File: src/rtl/exe_unit_if.sv
// rtl/exe_unit_if.sv - operation/result bus between decode, execute stage and write-back
interface exe_unit_if #(
    parameter int WIDTH = 8
);
    logic             in_valid;
    logic             in_ready;
    logic [WIDTH-1:0] opa;
    logic [WIDTH-1:0] opb;
    logic [3:0]       op;
    logic [3:0]       flag_we;
    logic             out_valid;
    logic [WIDTH-1:0] out_data;
    logic             flag_n;
    logic             flag_z;
    logic             flag_c;
    logic             flag_v;
    logic             busy;

    modport master (
        output in_valid, opa, opb, op, flag_we,
        input  in_ready, out_valid, out_data, flag_n, flag_z, flag_c, flag_v, busy
    );

    modport slave (
        input  in_valid, opa, opb, op, flag_we,
        output in_ready, out_valid, out_data, flag_n, flag_z, flag_c, flag_v, busy
    );
endinterface

File: src/rtl/exe_unit.sv
// rtl/exe_unit.sv - execute stage: single-cycle ALU ops, iterative multiply, NZCV flags with per-flag enables
module exe_unit #(
    parameter int WIDTH = 8
) (
    input  logic       clk,
    input  logic       rst,
    exe_unit_if.slave  bus
);
    localparam int CW = $clog2(WIDTH);
    localparam logic [CW-1:0] LAST_ITER = CW'(WIDTH - 1);

    localparam logic [3:0] OP_ADD = 4'd0;
    localparam logic [3:0] OP_SUB = 4'd1;
    localparam logic [3:0] OP_AND = 4'd2;
    localparam logic [3:0] OP_OR  = 4'd3;
    localparam logic [3:0] OP_XOR = 4'd4;
    localparam logic [3:0] OP_NOT = 4'd5;
    localparam logic [3:0] OP_SHL = 4'd6;
    localparam logic [3:0] OP_SHR = 4'd7;
    localparam logic [3:0] OP_ASR = 4'd8;
    localparam logic [3:0] OP_PSB = 4'd9;
    localparam logic [3:0] OP_INC = 4'd10;
    localparam logic [3:0] OP_DEC = 4'd11;
    localparam logic [3:0] OP_MUL = 4'd12;
    localparam logic [3:0] OP_CMP = 4'd13;

    typedef enum logic {
        S_IDLE,
        S_MUL_RUN
    } state_t;

    state_t state_q, state_d;

    logic                 accept;
    logic                 mul_start;
    logic                 mul_last;
    logic [2*WIDTH-1:0]   acc_q;
    logic [2*WIDTH-1:0]   mcand_q;
    logic [2*WIDTH-1:0]   mul_sum;
    logic [WIDTH-1:0]     mplier_q;
    logic [CW-1:0]        cnt_q;
    logic [3:0]           we_q;

    logic                 valid_q;
    logic [WIDTH-1:0]     data_q;
    logic [3:0]           flags_q;

    logic                 subtract;
    logic [WIDTH-1:0]     arith_b;
    logic [WIDTH-1:0]     add_b;
    logic [WIDTH:0]       sum;
    logic                 arith_v;

    logic [WIDTH-1:0]     alu_res;
    logic [WIDTH-1:0]     flag_src;
    logic                 alu_c;
    logic                 alu_v;
    logic                 alu_has_flags;

    logic                 wb_valid;
    logic [WIDTH-1:0]     wb_data;
    logic [3:0]           wb_flags;
    logic [3:0]           wb_we;
    logic                 mul_hi;

    assign accept    = bus.in_valid && (state_q == S_IDLE);
    assign mul_start = accept && (bus.op == OP_MUL);
    assign mul_last  = (state_q == S_MUL_RUN) && (cnt_q == LAST_ITER);

    // One shared adder: subtraction is A + ~B + 1, so carry-out inverted is the borrow
    always_comb begin
        subtract = (bus.op == OP_SUB) || (bus.op == OP_CMP) || (bus.op == OP_DEC);
        arith_b  = ((bus.op == OP_INC) || (bus.op == OP_DEC)) ? {{(WIDTH-1){1'b0}}, 1'b1} : bus.opb;
        add_b    = subtract ? ~arith_b : arith_b;
        sum      = {1'b0, bus.opa} + {1'b0, add_b} + {{WIDTH{1'b0}}, subtract};
        arith_v  = (bus.opa[WIDTH-1] == add_b[WIDTH-1]) && (sum[WIDTH-1] != bus.opa[WIDTH-1]);
    end

    always_comb begin
        alu_res       = '0;
        alu_c         = 1'b0;
        alu_v         = 1'b0;
        alu_has_flags = 1'b1;
        case (bus.op)
            OP_ADD, OP_INC: begin
                alu_res = sum[WIDTH-1:0];
                alu_c   = sum[WIDTH];
                alu_v   = arith_v;
            end
            OP_SUB, OP_DEC: begin
                alu_res = sum[WIDTH-1:0];
                alu_c   = ~sum[WIDTH];
                alu_v   = arith_v;
            end
            OP_CMP: begin
                alu_res = bus.opa;
                alu_c   = ~sum[WIDTH];
                alu_v   = arith_v;
            end
            OP_AND: alu_res = bus.opa & bus.opb;
            OP_OR:  alu_res = bus.opa | bus.opb;
            OP_XOR: alu_res = bus.opa ^ bus.opb;
            OP_NOT: alu_res = ~bus.opa;
            OP_PSB: alu_res = bus.opb;
            OP_SHL: begin
                alu_res = {bus.opa[WIDTH-2:0], 1'b0};
                alu_c   = bus.opa[WIDTH-1];
            end
            OP_SHR: begin
                alu_res = {1'b0, bus.opa[WIDTH-1:1]};
                alu_c   = bus.opa[0];
            end
            OP_ASR: begin
                alu_res = {bus.opa[WIDTH-1], bus.opa[WIDTH-1:1]};
                alu_c   = bus.opa[0];
            end
            default: alu_has_flags = 1'b0;
        endcase
        flag_src = (bus.op == OP_CMP) ? sum[WIDTH-1:0] : alu_res;
    end

    assign mul_sum = acc_q + (mplier_q[0] ? mcand_q : {(2*WIDTH){1'b0}});
    assign mul_hi  = |mul_sum[2*WIDTH-1:WIDTH];

    // Result/flag write-back source: finishing multiply or a single-cycle op accepted now
    always_comb begin
        wb_valid = 1'b0;
        wb_data  = '0;
        wb_flags = 4'b0000;
        wb_we    = 4'b0000;
        if (mul_last) begin
            wb_valid = 1'b1;
            wb_data  = mul_sum[WIDTH-1:0];
            wb_flags = {mul_sum[WIDTH-1], (mul_sum[WIDTH-1:0] == '0), mul_hi, mul_hi};
            wb_we    = we_q;
        end else if (accept && !mul_start) begin
            wb_valid = 1'b1;
            wb_data  = alu_res;
            wb_flags = {flag_src[WIDTH-1], (flag_src == '0), alu_c, alu_v};
            wb_we    = alu_has_flags ? bus.flag_we : 4'b0000;
        end
    end

    always_comb begin
        state_d = state_q;
        case (state_q)
            S_IDLE:    if (mul_start) state_d = S_MUL_RUN;
            S_MUL_RUN: if (mul_last)  state_d = S_IDLE;
            default:   state_d = S_IDLE;
        endcase
    end

    always_ff @(posedge clk or negedge rst) begin
        if (!rst) begin
            state_q <= S_IDLE;
        end else begin
            state_q <= state_d;
        end
    end

    always_ff @(posedge clk or negedge rst) begin
        if (!rst) begin
            valid_q  <= 1'b0;
            data_q   <= '0;
            flags_q  <= 4'b0000;
            acc_q    <= '0;
            mcand_q  <= '0;
            mplier_q <= '0;
            cnt_q    <= '0;
            we_q     <= 4'b0000;
        end else begin
            valid_q <= wb_valid;
            if (wb_valid) begin
                data_q <= wb_data;
            end
            for (int i = 0; i < 4; i++) begin
                if (wb_we[i]) flags_q[i] <= wb_flags[i];
            end
            if (mul_start) begin
                acc_q    <= '0;
                mcand_q  <= {{WIDTH{1'b0}}, bus.opa};
                mplier_q <= bus.opb;
                cnt_q    <= '0;
                we_q     <= bus.flag_we;
            end else if (state_q == S_MUL_RUN) begin
                acc_q    <= mul_sum;
                mcand_q  <= {mcand_q[2*WIDTH-2:0], 1'b0};
                mplier_q <= {1'b0, mplier_q[WIDTH-1:1]};
                cnt_q    <= cnt_q + 1'b1;
            end
        end
    end

    assign bus.in_ready  = (state_q == S_IDLE);
    assign bus.busy      = (state_q == S_MUL_RUN);
    assign bus.out_valid = valid_q;
    assign bus.out_data  = data_q;
    assign bus.flag_n    = flags_q[3];
    assign bus.flag_z    = flags_q[2];
    assign bus.flag_c    = flags_q[1];
    assign bus.flag_v    = flags_q[0];
endmodule

File: src/flat_wrapper.sv
// flat-port wrapper written by rule: the top's interface ports become plain ports
module exe_unit_flat 
#(
    parameter int WIDTH = 8
)
  (clk, rst, bus_in_valid, bus_opa, bus_opb, bus_op, bus_flag_we, bus_in_ready, bus_out_valid, bus_out_data, bus_flag_n, bus_flag_z, bus_flag_c, bus_flag_v, bus_busy);
  exe_unit_if #(.WIDTH(WIDTH)) bus_i ();
  input  logic clk;
  input  logic rst;
  input wire logic [$bits(bus_i.in_valid)-1:0] bus_in_valid;
  input wire logic [$bits(bus_i.opa)-1:0] bus_opa;
  input wire logic [$bits(bus_i.opb)-1:0] bus_opb;
  input wire logic [$bits(bus_i.op)-1:0] bus_op;
  input wire logic [$bits(bus_i.flag_we)-1:0] bus_flag_we;
  output wire logic [$bits(bus_i.in_ready)-1:0] bus_in_ready;
  output wire logic [$bits(bus_i.out_valid)-1:0] bus_out_valid;
  output wire logic [$bits(bus_i.out_data)-1:0] bus_out_data;
  output wire logic [$bits(bus_i.flag_n)-1:0] bus_flag_n;
  output wire logic [$bits(bus_i.flag_z)-1:0] bus_flag_z;
  output wire logic [$bits(bus_i.flag_c)-1:0] bus_flag_c;
  output wire logic [$bits(bus_i.flag_v)-1:0] bus_flag_v;
  output wire logic [$bits(bus_i.busy)-1:0] bus_busy;
  assign bus_i.in_valid = bus_in_valid;
  assign bus_i.opa = bus_opa;
  assign bus_i.opb = bus_opb;
  assign bus_i.op = bus_op;
  assign bus_i.flag_we = bus_flag_we;
  assign bus_in_ready = bus_i.in_ready;
  assign bus_out_valid = bus_i.out_valid;
  assign bus_out_data = bus_i.out_data;
  assign bus_flag_n = bus_i.flag_n;
  assign bus_flag_z = bus_i.flag_z;
  assign bus_flag_c = bus_i.flag_c;
  assign bus_flag_v = bus_i.flag_v;
  assign bus_busy = bus_i.busy;
  exe_unit #(.WIDTH(WIDTH)) u_core (.clk(clk), .rst(rst), .bus(bus_i));
endmodule
File: config.mk
export PLATFORM = sky130hd
export DESIGN_NAME = exe_unit_flat
export DESIGN_NICKNAME = d
export VERILOG_FILES = /design/src/rtl/exe_unit_if.sv /design/src/rtl/exe_unit.sv /design/src/flat_wrapper.sv
export SDC_FILE = /design/constraint.sdc
export NUM_CORES = 1
export LEC_CHECK = 0
export ABC_AREA = 1
export CORE_AREA = 5 5 96 98
export CTS_CLUSTER_SIZE = 30
export DETAILED_ROUTE_END_ITERATION = 6
export DIE_AREA = 0 0 101 103
export GPL_ROUTABILITY_DRIVEN = 0
export HOLD_SLACK_MARGIN = 0.03
export PLACE_DENSITY = 0.82
export SLEW_MARGIN = 5
export SYNTH_ARGS = -nofsm -noshare
export SYNTH_HDL_FRONTEND = slang
export SYNTH_SLANG_ARGS = --single-unit
File: constraint.sdc
create_clock -name clk -period 5.7 [get_ports clk]
set_input_delay 1.14 -clock clk [delete_from_list [all_inputs] [get_ports clk]]
set_output_delay 1.14 -clock clk [all_outputs]
set_load 0.03 [all_outputs]
# ---- After elaboration in Yosys (flattened, before gate mapping)
# Cells that the tools add are included.
dict set report word_totals {
  out_inout_bits 15
  reg_bits 61
  inputBits 27
  wordCells 87
}
dict set report classes {
  add_sub_neg 4
  bitwise_logic 7
  reduce_logical 20
  n_mux 28
  eq_ne 16
}
# operator count
set ops {}
lappend ops {{16-bit two-way mux} 5}
lappend ops {{8-bit one-hot mux with 10 select lines} 1}
lappend ops {{8-bit two-way mux} 7}
lappend ops {{4-bit equality test (second input constant)} 6}
lappend ops {{4-bit two-way mux} 5}
lappend ops {{16-bit adder} 1}
lappend ops {{4-bit by 3-bit equality test with 1-bit output (second input constant)} 4}
lappend ops {{8-bit zero test} 2}
lappend ops {{8-bit NOT} 2}
lappend ops {{13-bit OR reduction} 1}
lappend ops {{8-bit by 8-bit adder with 9-bit output} 1}
lappend ops {{9-bit by 1-bit adder with 9-bit output} 1}
lappend ops {{8-bit AND} 1}
lappend ops {{4-bit by 2-bit equality test with 1-bit output (second input constant)} 2}
lappend ops {{8-bit bitwise OR} 1}
lappend ops {{8-bit OR reduction} 1}
lappend ops {{8-bit XOR} 1}
lappend ops {{1-bit two-way mux} 6}
lappend ops {{3-bit two-way mux} 2}
lappend ops {{1-bit logical AND} 5}
lappend ops {{5-bit OR reduction} 1}
lappend ops {{4-bit by 1-bit equality test with 1-bit output (second input constant)} 1}
lappend ops {{4-bit zero test} 1}
lappend ops {{1-bit one-hot mux with 4 select lines} 1}
lappend ops {{12 further kinds} 16}

# ---- Depth between registers and ports, before layout
dict set report depth {
  word_depth 12
  ltp_mapped 23
  depth_no_buf 23
}

# ---- Least setup slack after synthesis
# Ideal clock, no wire load.
dict set report synth_timing {
  path_type {input port to flip-flop}
  startpoint {in bus_op[2]}
  endpoint {reg u_core.flags_q[2]}
  setup_slack_ns 2.288
  arrival_time_ns 3.341
  setup_time_ns 0.071
  path_stages 21
  required_time_ns 5.629
  n_path_buf 0
  path_cell_list {nand2_1 -> clkinv_1 -> o21ai_2 -> nand2_1 -> xor2_1 -> fa_1 -> inv_1 -> nand2_1 -> nand2_1 -> nand2_1 -> nand2_1 -> nand3_1 -> nor2_1 -> nand3_1 -> nor2_1 -> nand2_1 -> nand2_1 -> nand3_1 -> nor2_1 -> nor2_1 -> nor2_1}
}
dict set report synth_between {
  elab_chain_len 12
  elab_cells_between_ends 36
  cone_classes {add/sub: 2; eq/ne: 13; mux: 10; bitwise: 1; reduce/logical: 10}
}
# item line_no
set synth_rtl {}
lappend synth_rtl {{from (decl)} flat_wrapper.sv:13} ;# input wire logic [$bits(bus_i.op)-1:0] bus_op;
lappend synth_rtl {{4-bit equality test (on tied branches)} {exe_unit.sv:73, exe_unit.sv:84, exe_unit.sv:72}}
lappend synth_rtl {{1-bit logical OR} exe_unit.sv:73} ;# arith_b = ((bus.op == OP_INC) || (bus.op == OP_DEC)) ? {{(WIDTH-1){1'b0}}, 1'b1} : bus.opb;
lappend synth_rtl {{8-bit two-way mux} exe_unit.sv:73}
lappend synth_rtl {{8-bit NOT} exe_unit.sv:74} ;# add_b = subtract ? ~arith_b : arith_b;
lappend synth_rtl {{8-bit two-way mux} exe_unit.sv:74}
lappend synth_rtl {{8-bit by 8-bit adder with 9-bit output} exe_unit.sv:75} ;# sum = {1'b0, bus.opa} + {1'b0, add_b} + {{WIDTH{1'b0}}, subtract};
lappend synth_rtl {{9-bit by 1-bit adder with 9-bit output} exe_unit.sv:75}
lappend synth_rtl {{8-bit one-hot mux with 10 select lines} exe_unit.sv:84} ;# case (bus.op)
lappend synth_rtl {{8-bit two-way mux} exe_unit.sv:119} ;# flag_src = (bus.op == OP_CMP) ? sum[WIDTH-1:0] : alu_res;
lappend synth_rtl {{8-bit zero test} exe_unit.sv:139} ;# wb_flags = {flag_src[WIDTH-1], (flag_src == '0), alu_c, alu_v};
lappend synth_rtl {{4-bit two-way mux} exe_unit.sv:136} ;# end else if (accept && !mul_start) begin
lappend synth_rtl {{4-bit two-way mux} exe_unit.sv:131} ;# if (mul_last) begin
lappend synth_rtl {{to (signal, indexed assignment)} exe_unit.sv:177} ;# if (wb_we[i]) flags_q[i] <= wb_flags[i];
lappend synth_rtl {{to (decl)} exe_unit.sv:46} ;# logic [3:0] flags_q;
# Several ways; a longest one is shown, not always the timed one.
# A chain may end at the register's enable or synchronous reset.

# ---- Worst setup path after layout
dict set report layout_timing {
  startpoint {in bus_op[3]}
  endpoint {reg u_core.flags_q[2]}
}
# The elaborated chain is that of the path after synthesis.

==> flow_summary_export.csv <==
group,metric,value,unit
timing,relSlewSlack,49.11,%
detailed_routing,via_count,5027,
worst_setup_path,setup.worst_path.class,"in2reg",
clock_tree,numCtsBuffers,9,
worst_setup_path,crit_start,"bus_op[3]",
clock_tree,cts_tree,"done",
cells_and_area,nNetsFinal,820,
job,drv_cap,0,
worst_setup_path,endpoint,"u_core.flags_q[2]",
worst_setup_path,reg2reg_to,"u_core.flags_q[0]",
die,ioPinCount,42,
worst_setup_path,arrival,4.30,ns
die,die_w,101,um
logic_synthesis,synthTopCellsByArea,"dfrtp_1 31%, nand2_1 15%, ha_1 10%, inv_1 7.3%, nand3_1 6.5%",
worst_setup_path,r2r_cells,18,
place,dp_cells,848,
logic_synthesis,avgSynthCellArea,6.919,um2
clock_tree,cts.sinks,61,
die,fp.dieH,103,um
place,dp_hpwl,10.14,mm
detailed_routing,detail_route.iter0.violations,342,
clock_tree,cts_resized,0,
detailed_routing,wire_per_inst,15.39,um
logic_synthesis,synth_ff_type,"dfrtp_1",
cells_and_area,antenna_cells,0,
global_route,antenna_found_initial,0,
cells_and_area,areaGrowthSynthToFinish,14.76,%
global_route,overflow,0,
logic_synthesis,synth_top_area_share,30.99,%
worst_setup_path,cp.depth,20,
logic_synthesis,ys_async_sr_fraction,100.0,%
place,io_buffers,41,
worst_setup_path,cpMaxStageDelayCell,"clkdlybuf4s50_1",
detailed_routing,drtPass1Iterations,5,
logic_synthesis,synth_edf_count,0,
cells_and_area,final_cell_area,5653,um2
timing,clock.fmax,0.2486,GHz
timing,hold_viol_final,0,
logic_synthesis,postSynthCellCount,712,
detailed_routing,vias_per_cell,5.818,
clock_tree,insertion_delay,0.34,ns
clock_tree,clk_pin_slew,0.07,ns
global_route,grt_max_degree,62,
power,static-leakage-power,0.002974,uW
clock_tree,cts-htree-levels,3,
global_route,grt_pass1_vias,4826,
logic_synthesis,synth_area_leader_cell,"dfrtp_1",
cells_and_area,drive_gt1_share,5.291,%
timing,tightestPinTransition,0.7634,ns
worst_setup_path,crit_family,"simple AND/OR/NAND/NOR gates",
worst_setup_path,start_kind,"primary input",
global_route,grt_pass1_wl,22.28,mm
worst_setup_path,rrSetupSlack,2.46,ns
cells_and_area,fin_cells,864,
place,placed_area,5429,um2
detailed_routing,post-route-drc-count,0,
die,start_util,58.78,%
worst_setup_path,cp.buffers_inverters,2,
clock_tree,cts_hold_buffers,0,
detailed_routing,ant_nets,0,
detailed_routing,drt-total-wl,13.30,mm
die,core_region_area,8381,um2
power,power_density,363.0,nW/um2
timing,tns,0,ns
logic_synthesis,synth_warnings,0,
worst_setup_path,cpPeakStageDelay,0.55,ns
logic_synthesis,ys_seq_area_share,30.99,%
worst_setup_path,path_cells,"clkdlybuf4s50_1, nand2_1, clkinv_1, o21ai_2, nand2_1, xnor2_1, ha_1, a21oi_1, nand3_1, nand2_1, nand2_1, nor2_1, nand3_1, nor2_1, nand2_1, nand2_1, nand3_1, nor2_1, nor2_1, nor2_1",
min_path,worstHoldPathType,"reg2reg",
timing,period_share,70.57,%
logic_synthesis,synth.net_count,781,
power,ir_drop,0.1773,mV
worst_setup_path,rr_startpoint,"u_core.mplier_q[0]",
logic_synthesis,synth.distinct_cells,38,
worst_setup_path,timing.critical_path.mode_cell,"nand2_1",
timing,drv_slew,0,
timing,setup_violations,0,
worst_setup_path,crit_fanout,8,
die,die-area,10400,um2
clock_tree,ctsLongestPathBuffers,2,
logic_synthesis,syn_area,4926,um2
global_route,grt_usage,26.51,%
worst_setup_path,critPathCaptureType,"flip-flop",
outcome,status,"finished clean",
clock_tree,cts_setup_buffers,0,
die,fp-row-count,34,
logic_synthesis,ys_ff_latch,61,
timing,finClkSkew,0.01209,ns
worst_setup_path,crit_required,5.98,ns
timing,hold_ws,0.4841,ns
clock_tree,cts_root_buffer,"clkbuf_8",
timing,rsz0062_at_grt,"false",
timing,final.min_clock_period,4.023,ns
## cell families (layout without fill, tap and decap cells)
kind of cell               after synthesis  in the layout  synth area share (%)
AOI/OAI and AO/OA                      122            122                 15.24
xor gates and xnor gates                20             20                 3.556
adders and majority gates               42             42                 10.97
buffers and inverters                  119            163                 9.144
DFF                                     61             61                 30.99
and+or+nand+nor                        348            348                 30.10
## registers in the layout (all words and copies together), names as in the netlist
register and cells:
u_core.mcand_q 16, u_core.bus.out_data 8, u_core.cnt_q 3, u_core.bus.out_valid 1, u_core.mplier_q 8, u_core.acc_q 16, u_core.bus.busy 1, u_core.we_q 4
u_core.flags_q 4
## worst min path at each step
stage | from | cells after the start | slack (ns) | end
after floorplan | u_core.we_q[3] | 2 | 0.44 | u_core.we_q[3]
after global placement | u_core.cnt_q[0] | 1 | 0.46 | u_core.cnt_q[0]
after detailed placement | u_core.flags_q[0] | 2 | 0.47 | u_core.flags_q[0]
after CTS | u_core.flags_q[0] | 2 | 0.48 | u_core.flags_q[0]
after global routing | u_core.flags_q[0] | 2 | 0.51 | u_core.flags_q[0]
final | u_core.flags_q[0] | 2 | 0.48 | u_core.flags_q[0]
## power breakdown
group          total, uW  switching [uW]  internal [uW]
Combinational        897             564            333
Sequential           718             123            595
Clock                436             179            257
## stage by stage
| stage | setup slack [ns] | utilization (%) | total power [uW] |
|---|---|---|---|
| 2_1_floorplan | 2.288 | - | 1313 |
| 3_3_place_gp | 1.483 | 64.78 | 1572 |
| 3_5_place_dp | 1.363 | 64.78 | 1608 |
| 4_1_cts | 1.710 | 67.45 | 2047 |
| 5_1_grt | 1.325 | 67.45 | 2183 |
| 6_report | 1.677 | 67.45 | 2052 |
## synth_stat cells (2+ instances only)
master and count:
a21oi_1 27, o21ai_0 38, buf_1 3, o21ai_2 2, inv_2 4, nand3_2 2
clkbuf_1 11, nor2_2 3, nand2_1 199, nand3_1 64, o21bai_1 2, nand2_2 6
nor2_1 57, clkinv_1 2, nand4_1 4, fa_1 2, xnor2_1 12, a21o_1 2
dfrtp_1 61, o21a_1 5, o211ai_1 12, o22ai_1 14, xor2_1 8, a22oi_1 5
buf_2 3, a21boi_0 2, inv_1 96, nor3_1 4, ha_1 40, o221ai_1 9
nand3b_1 6
## cell usage in the layout, fill, tap and decap left out, types with 2 or more instances in the layout
cell	n
a21boi_0	2
a21o_1	2
a21oi_1	27
a22oi_1	5
buf_4	4
bufinv_16	2
clkbuf_8	10
clkdlybuf4s50_1	40
clkinv_1	2
clkinv_2	2
dfrtp_1	61
fa_1	2
ha_1	40
inv_1	96
inv_2	4
nand2_1	199
nand2_2	6
nand3_1	64
nand3_2	2
nand3b_1	6
nand4_1	4
nor2_1	57
nor2_2	3
nor3_1	4
o211ai_1	12
o21a_1	5
o21ai_0	38
o21ai_2	2
o21bai_1	2
o221ai_1	9
o22ai_1	14
xnor2_1	12
xor2_1	8
## layer usage
layer	wire, um	GRT usage (%)
met1	5552	34.09
met2	6141	43.04
met3	1079	5.751
met4	524	11.76
met5	0	0
## worst reg2reg max path: stages, from the launching register on
cell      delay (ns)
dfrtp_1         0.60
nand2_1         0.16
inv_1           0.05
ha_1            0.22
fa_1            0.44
nand3_1         0.09
nand2_1         0.11
a21boi_0        0.35
o21ai_0         0.24
nand2_1         0.13
nand3b_1        0.08
nand2_1         0.10
nand2_1         0.06
nor2_1          0.08
nand2_1         0.11
nand2_1         0.14
nand2_1         0.07
nand2_1         0.06
nand2_1         0.05
## final cells by class
type,instances,area [um2]
Clock buffer,10,137.6
Clock inverter,6,86.33
Timing Repair Buffer,45,435.4
Sequential cell,61,1526
Tap cell,108,135.1
Fill cell,731,2728
Inverter,102,382.9
Multi-Input combinational cell,532,2949
No activity file was read; power rests on OpenSTA's default activity.
==> RTL edit 1, RTL diff (config.mk and constraints unchanged) <==
Put a register stage on the output `bus.flag_c`. The value now appears one clock later.
--- a/src/rtl/exe_unit.sv
+++ b/src/rtl/exe_unit.sv
@@ -199,3 +199,5 @@
     assign bus.flag_z    = flags_q[2];
-    assign bus.flag_c    = flags_q[1];
+    always_ff @(posedge clk) begin
+        bus.flag_c <= flags_q[1];
+    end
     assign bus.flag_v    = flags_q[0];
Formal check against the unedited RTL: not equivalent (Yosys sat finds a counterexample within 4 cycles, from zero or initial values and one cycle with rst low).
==> RTL edit 1 against the original RTL <==
Global-route usage fell by 0.77 points. Synthesized cell count rose by 0.14%. Final area fell by 0.24%. Setup slack got worse by 0.017 ns. Cell count rose by 0.12%. Area after synthesis rose by 0.41%. Clock power fell by 12%. Via count fell by 1.8%. Routed wire length fell by 1.7%. Sequential cell count rose by 1. Die area did not move. Total power fell by 2.4%. First-iteration DRC count rose by 7.6%. Largest cell class unchanged.
==> RTL edit 1: results (changes against the original RTL) <==
* Run status: complete, no violations
* DP Worst Slack at 1.36 ns (+0.000140 ns)
* Synth area leaders: dfrtp_1, nand2_1, ha_1
* CP max FO at 8 (unchanged)
* Slowest-stage cell, CP: clkdlybuf4s50_1
* Worst Skew at 0.00933 ns (-0.00276 ns)
* Crit path DAT at 4.32 ns (+0.02 ns)
* Top post-synthesis cells by count: nand2_1, inv_1, nand3_1
* DRC viols at 0 (unchanged)
* WL final at 13100 um (-1.7%)
* Synth unique cells at 39 (+2.6%)
* Worst hold margin at 0.382 ns (-0.102 ns)
* Initial antenna violation count at 0 (unchanged)
* Top Registers: u_core.acc_q (16), u_core.mcand_q (16)
* Dpl cells at 849 (+0.12%)
* Total GRT Usage at 25.7% (-0.77 points)
* Flop2flop setup slack at 2.56 ns (+0.10 ns)
* First-pass GRT wire length at 21400 um (-3.8%)
* DP HPWL at 9990 um (-1.5%)
* Min-delay worst type: flop to flop
* Slew margin rel. at 48.6% (-0.50 points)
* CTS max path bufs at 2 (unchanged)
* Hold Crit Start: u_core.flags_q[1]
* VDD IR max at 0.000163 V (-7.9%)
* Final hold viol count at 0 (unchanged)
* Number of buffers created by CTS at 9 (unchanged)
* Fin worst setup slack at 1.66 ns (-0.0173 ns)
* Inserted Diodes at 0 (unchanged)
* DP Area at 5450 um2 (+0.37%)
* Static Leak at 2.96 nW (-0.52%)
* Mean Syn Cell Area at 6.94 um2 (+0.27%)
* Initial DRC Count at 368 (+7.6%)
* Syn_nets at 782 (+0.13%)
* # fillers at 699 (-4.4%)
* Internal power at 1.14 mW (-3.9%)
* YS warnings at 0 (unchanged)
* Share of layout cells above drive strength 1 at 5.15% (-0.14 points)
* # nets final at 821 (+0.12%)
* CTS root buf: clkbuf_8
* FF-to-FF Start: u_core.mplier_q[0]
* DR pass1 iterations at 5 (unchanged)
* # port buffers at 41 (unchanged)
* Vias at 4938 (-1.8%)
* Share of the yosys chip area belonging to registers at 31.3% (+0.28 points)
* Post_cts resized at 0 (unchanged)
* Post-synth ARST share at 98.4% (-1.6 points)
* FF/Latch Area at 1550 um2 (+1.3%)
* Largest net degree at the start of global routing at 62 (unchanged)
* H-tree levels at 3 (unchanged)
* Vias in the first global route at 4698 (-2.7%)
* Vias per cell at 5.71 (-1.9%)
RTL edit 1: cell count changes in the layout (fill, tap and decap cells not counted), sizes merged:
cell      change
clkinvlp      +2
bufinv        -1
clkinv        -1
dfxtp         +1
RTL edit 1: layer usage:
metal  wire, um  track usage (%)  vias to the layer above
li1           -                -                     2412
met1       5650             33.4                     2270
met2       5900             41.1                      203
met3        892             4.74                       53
met4        630             13.5                        0
met5          0                0                        -
RTL edit 1: path summary, 6_finish.rpt:
check | cells past startpoint | endpoint
min | 0 | u_core.bus.flag_c
max | 19 | u_core.flags_q[2]
min in group asynchronous | 2 | u_core.acc_q[12]
max in group asynchronous | 2 | u_core.flags_q[2]
min reg2reg | 0 | u_core.bus.flag_c
max reg2reg | 18 | u_core.flags_q[0]
RTL edit 1: logic make-up (layout without fill, tap and decap cells):
family,after synthesis,after routing,share of synthesized area [%]
and+or+nand+nor,348,348,30.0
AOI/OAI and AO/OA,122,122,15.2
buffers and inverters,119,163,9.11
DFF,62,62,31.3
adders and majority gates,42,42,10.9
xor gates and xnor gates,20,20,3.54
RTL edit 1: final cells by class:
cell class	count	area share, %
repair buffers	45	7.72
flip-flops and latches	62	27.4
well taps	108	2.40
clock inverters	6	1.11
inverters	102	6.79
clock buffers	10	2.26
multi-input cells	532	52.3
RTL edit 1: power groups by stage:
stage | logic, mW | clock network (mW) | registers [mW]
6_report | 0.896 | 0.382 | 0.725
5_1_grt | 0.990 | 0.404 | 0.746
4_1_cts | 0.893 | 0.388 | 0.724
3_5_place_dp | 0.886 | 0 | 0.731
3_3_place_gp | 0.860 | 0 | 0.724
2_1_floorplan | 0.550 | 0 | 0.775
==> RTL edit 2, RTL diff (same settings) <==
Made on the original files. `WIDTH` is set to 8 in 3 places; all go to 4.
--- a/src/rtl/exe_unit_if.sv
+++ b/src/rtl/exe_unit_if.sv
@@ -2,3 +2,3 @@
 interface exe_unit_if #(
-    parameter int WIDTH = 8
+    parameter int WIDTH = 4
 );
--- a/src/rtl/exe_unit.sv
+++ b/src/rtl/exe_unit.sv
@@ -2,3 +2,3 @@
 module exe_unit #(
-    parameter int WIDTH = 8
+    parameter int WIDTH = 4
 ) (
--- a/src/flat_wrapper.sv
+++ b/src/flat_wrapper.sv
@@ -3,3 +3,3 @@
 #(
-    parameter int WIDTH = 8
+    parameter int WIDTH = 4
 )
Ports: changed (resized bus_opa, bus_opb and bus_out_data); port bits go from 42 to 30. No check against the original RTL was run, so the function may have changed too.
==> RTL edit 2 against the original RTL <==
Sequential share of layout area up 1.1 points. Utilization down 29 points. Fmax up 9.5%. Final area down 43%. Total power down 44%. Routed wire length down 49%. Area after synthesis down 45%. Setup slack better by 0.35 ns. Sequential cell count down 25. Die area unchanged. Critical endpoint unchanged. Largest cell class unchanged.
==> RTL edit 2: results (changes against the original RTL) <==
* Initial DRC Count at 188 (-45%)
* Hold Path Stages at 1 (-1)
* Cells after Synth at 382 (-46%)
* Vias in the first global route at 2714 (-44%)
* First-pass GRT wire length at 11900 um (-47%)
* Worst Skew at 0.00722 ns (-0.00487 ns)
* Syn_nets at 422 (-46%)
* Top Registers: u_core.acc_q (8), u_core.mcand_q (8)
* Worst Tran Pin Value at 0.832 ns (+0.0682 ns)
* Top-area cell type share of the netlist area at 33.3% (+2.3 points)
* Share of the yosys chip area belonging to registers at 33.3% (+2.3 points)
* Top post-synthesis cells by count: nand2_1, nand3_1, inv_1
* # port buffers at 29 (-29%)
* Synth unique cells at 31 (-18%)
* Largest net degree at the start of global routing at 37 (-40%)
* CTS max path bufs at 2 (unchanged)
* Layout Cells excl Fill at 520 (-40%)
* Switching Share at 42.7% (+0.45 points)
* H-tree levels at 2 (-1)
* Dpl cells at 512 (-40%)
* Met3 usage in global routing at 2.17% (-3.6 points)
* # fillers at 823 (+13%)
* GRT met1 Usage at 16.4% (-18 points)
* DR pass1 iterations at 5 (unchanged)
* Run status: complete, no violations
* VDD IR max at 0.000104 V (-41%)
* Vias per cell at 5.14 (-12%)
* Post-synth top flop: dfrtp_1
* Number of buffers created by CTS at 5 (-4)
* Static Leak at 1.67 nW (-44%)
* WL final at 6720 um (-49%)
* CP max FO at 10 (+2)
* Worst-case reg-to-reg path depth at 10 (-8)
* # nets final at 451 (-45%)
* DP Worst Slack at 1.75 ns (+0.390 ns)
* Clk Latency, worst-skew pair at 0.29 ns (-0.05 ns)
* Total GRT Usage at 13.8% (-13 points)
* GR Util met2 at 23.7% (-19 points)
* Synth area leaders: dfrtp_1, nand2_1, nand3_1
* DP HPWL at 5190 um (-49%)
* Share of layout cells above drive strength 1 at 6.31% (+1.0 points)
-- RTL edit 2: worst paths after layout --
path                                     end               start  slack [ns]
max                        u_core.flags_q[2]           bus_op[3]        2.03
min                          u_core.cnt_q[0]     u_core.cnt_q[0]        0.49
max reg2reg                u_core.flags_q[1]  u_core.mplier_q[0]        3.53
min reg2reg                  u_core.cnt_q[0]     u_core.cnt_q[0]        0.49
max in group asynchronous    u_core.cnt_q[1]                 rst        4.10
min in group asynchronous    u_core.acc_q[4]                 rst        1.27
-- RTL edit 2: stage by stage --
step	hold slack, ns	area [um2]
floorplan	0.450	2710
global placement	0.460	3110
detailed placement	0.482	3110
CTS	0.494	3200
global route	0.523	3200
finish	0.489	3200
-- RTL edit 2: final cells by class --
cell class                 count  area (um2)  area share, %
tap                          108         135           4.22
multi-input combinational    280        1560           48.7
timing repair buffer          30         298           9.30
inverter                      58         218           6.80
clock buffer                   8        90.1           2.81
sequential                    36         901           28.1
-- RTL edit 2: critical path, stage by stage --
cell and delay, ns:
clkdlybuf4s50_1 0.52, nor2_2 0.38, o21ai_1 0.15, nand2_1 0.18
xnor2_1 0.15, fa_1 0.45, xor2_1 0.19, nand2_1 0.07
nand2_1 0.06, nor2_1 0.14, nand3_1 0.09, nand2_1 0.06
nand2_1 0.05, nor2_1 0.07, nand2_1 0.06, a21oi_1 0.12
-- RTL edit 2: power groups by stage --
stage | clock network [mW] | logic [mW] | registers, mW
2_1_floorplan | 0 | 0.311 | 0.475
3_3_place_gp | 0 | 0.514 | 0.434
3_5_place_dp | 0 | 0.534 | 0.438
4_1_cts | 0.187 | 0.536 | 0.434
5_1_grt | 0.198 | 0.602 | 0.447
6_report | 0.185 | 0.535 | 0.433
-- RTL edit 2: logic make-up after synthesis --
| family | synth area share (%) |
|---|---|
| flops | 33.3 |
| compound gates | 12.4 |
| simple gates | 31.3 |
| xor+xnor | 3.56 |
| fa+ha+maj | 10.3 |
| buf+inv | 9.19 |
-- RTL edit 2: layer usage --
metal  routed length, um  share of wire (%)
met2                3360                 50
met5                   0                  0
met4                 229                3.4
met1                2800                 42
met3                 333                5.0
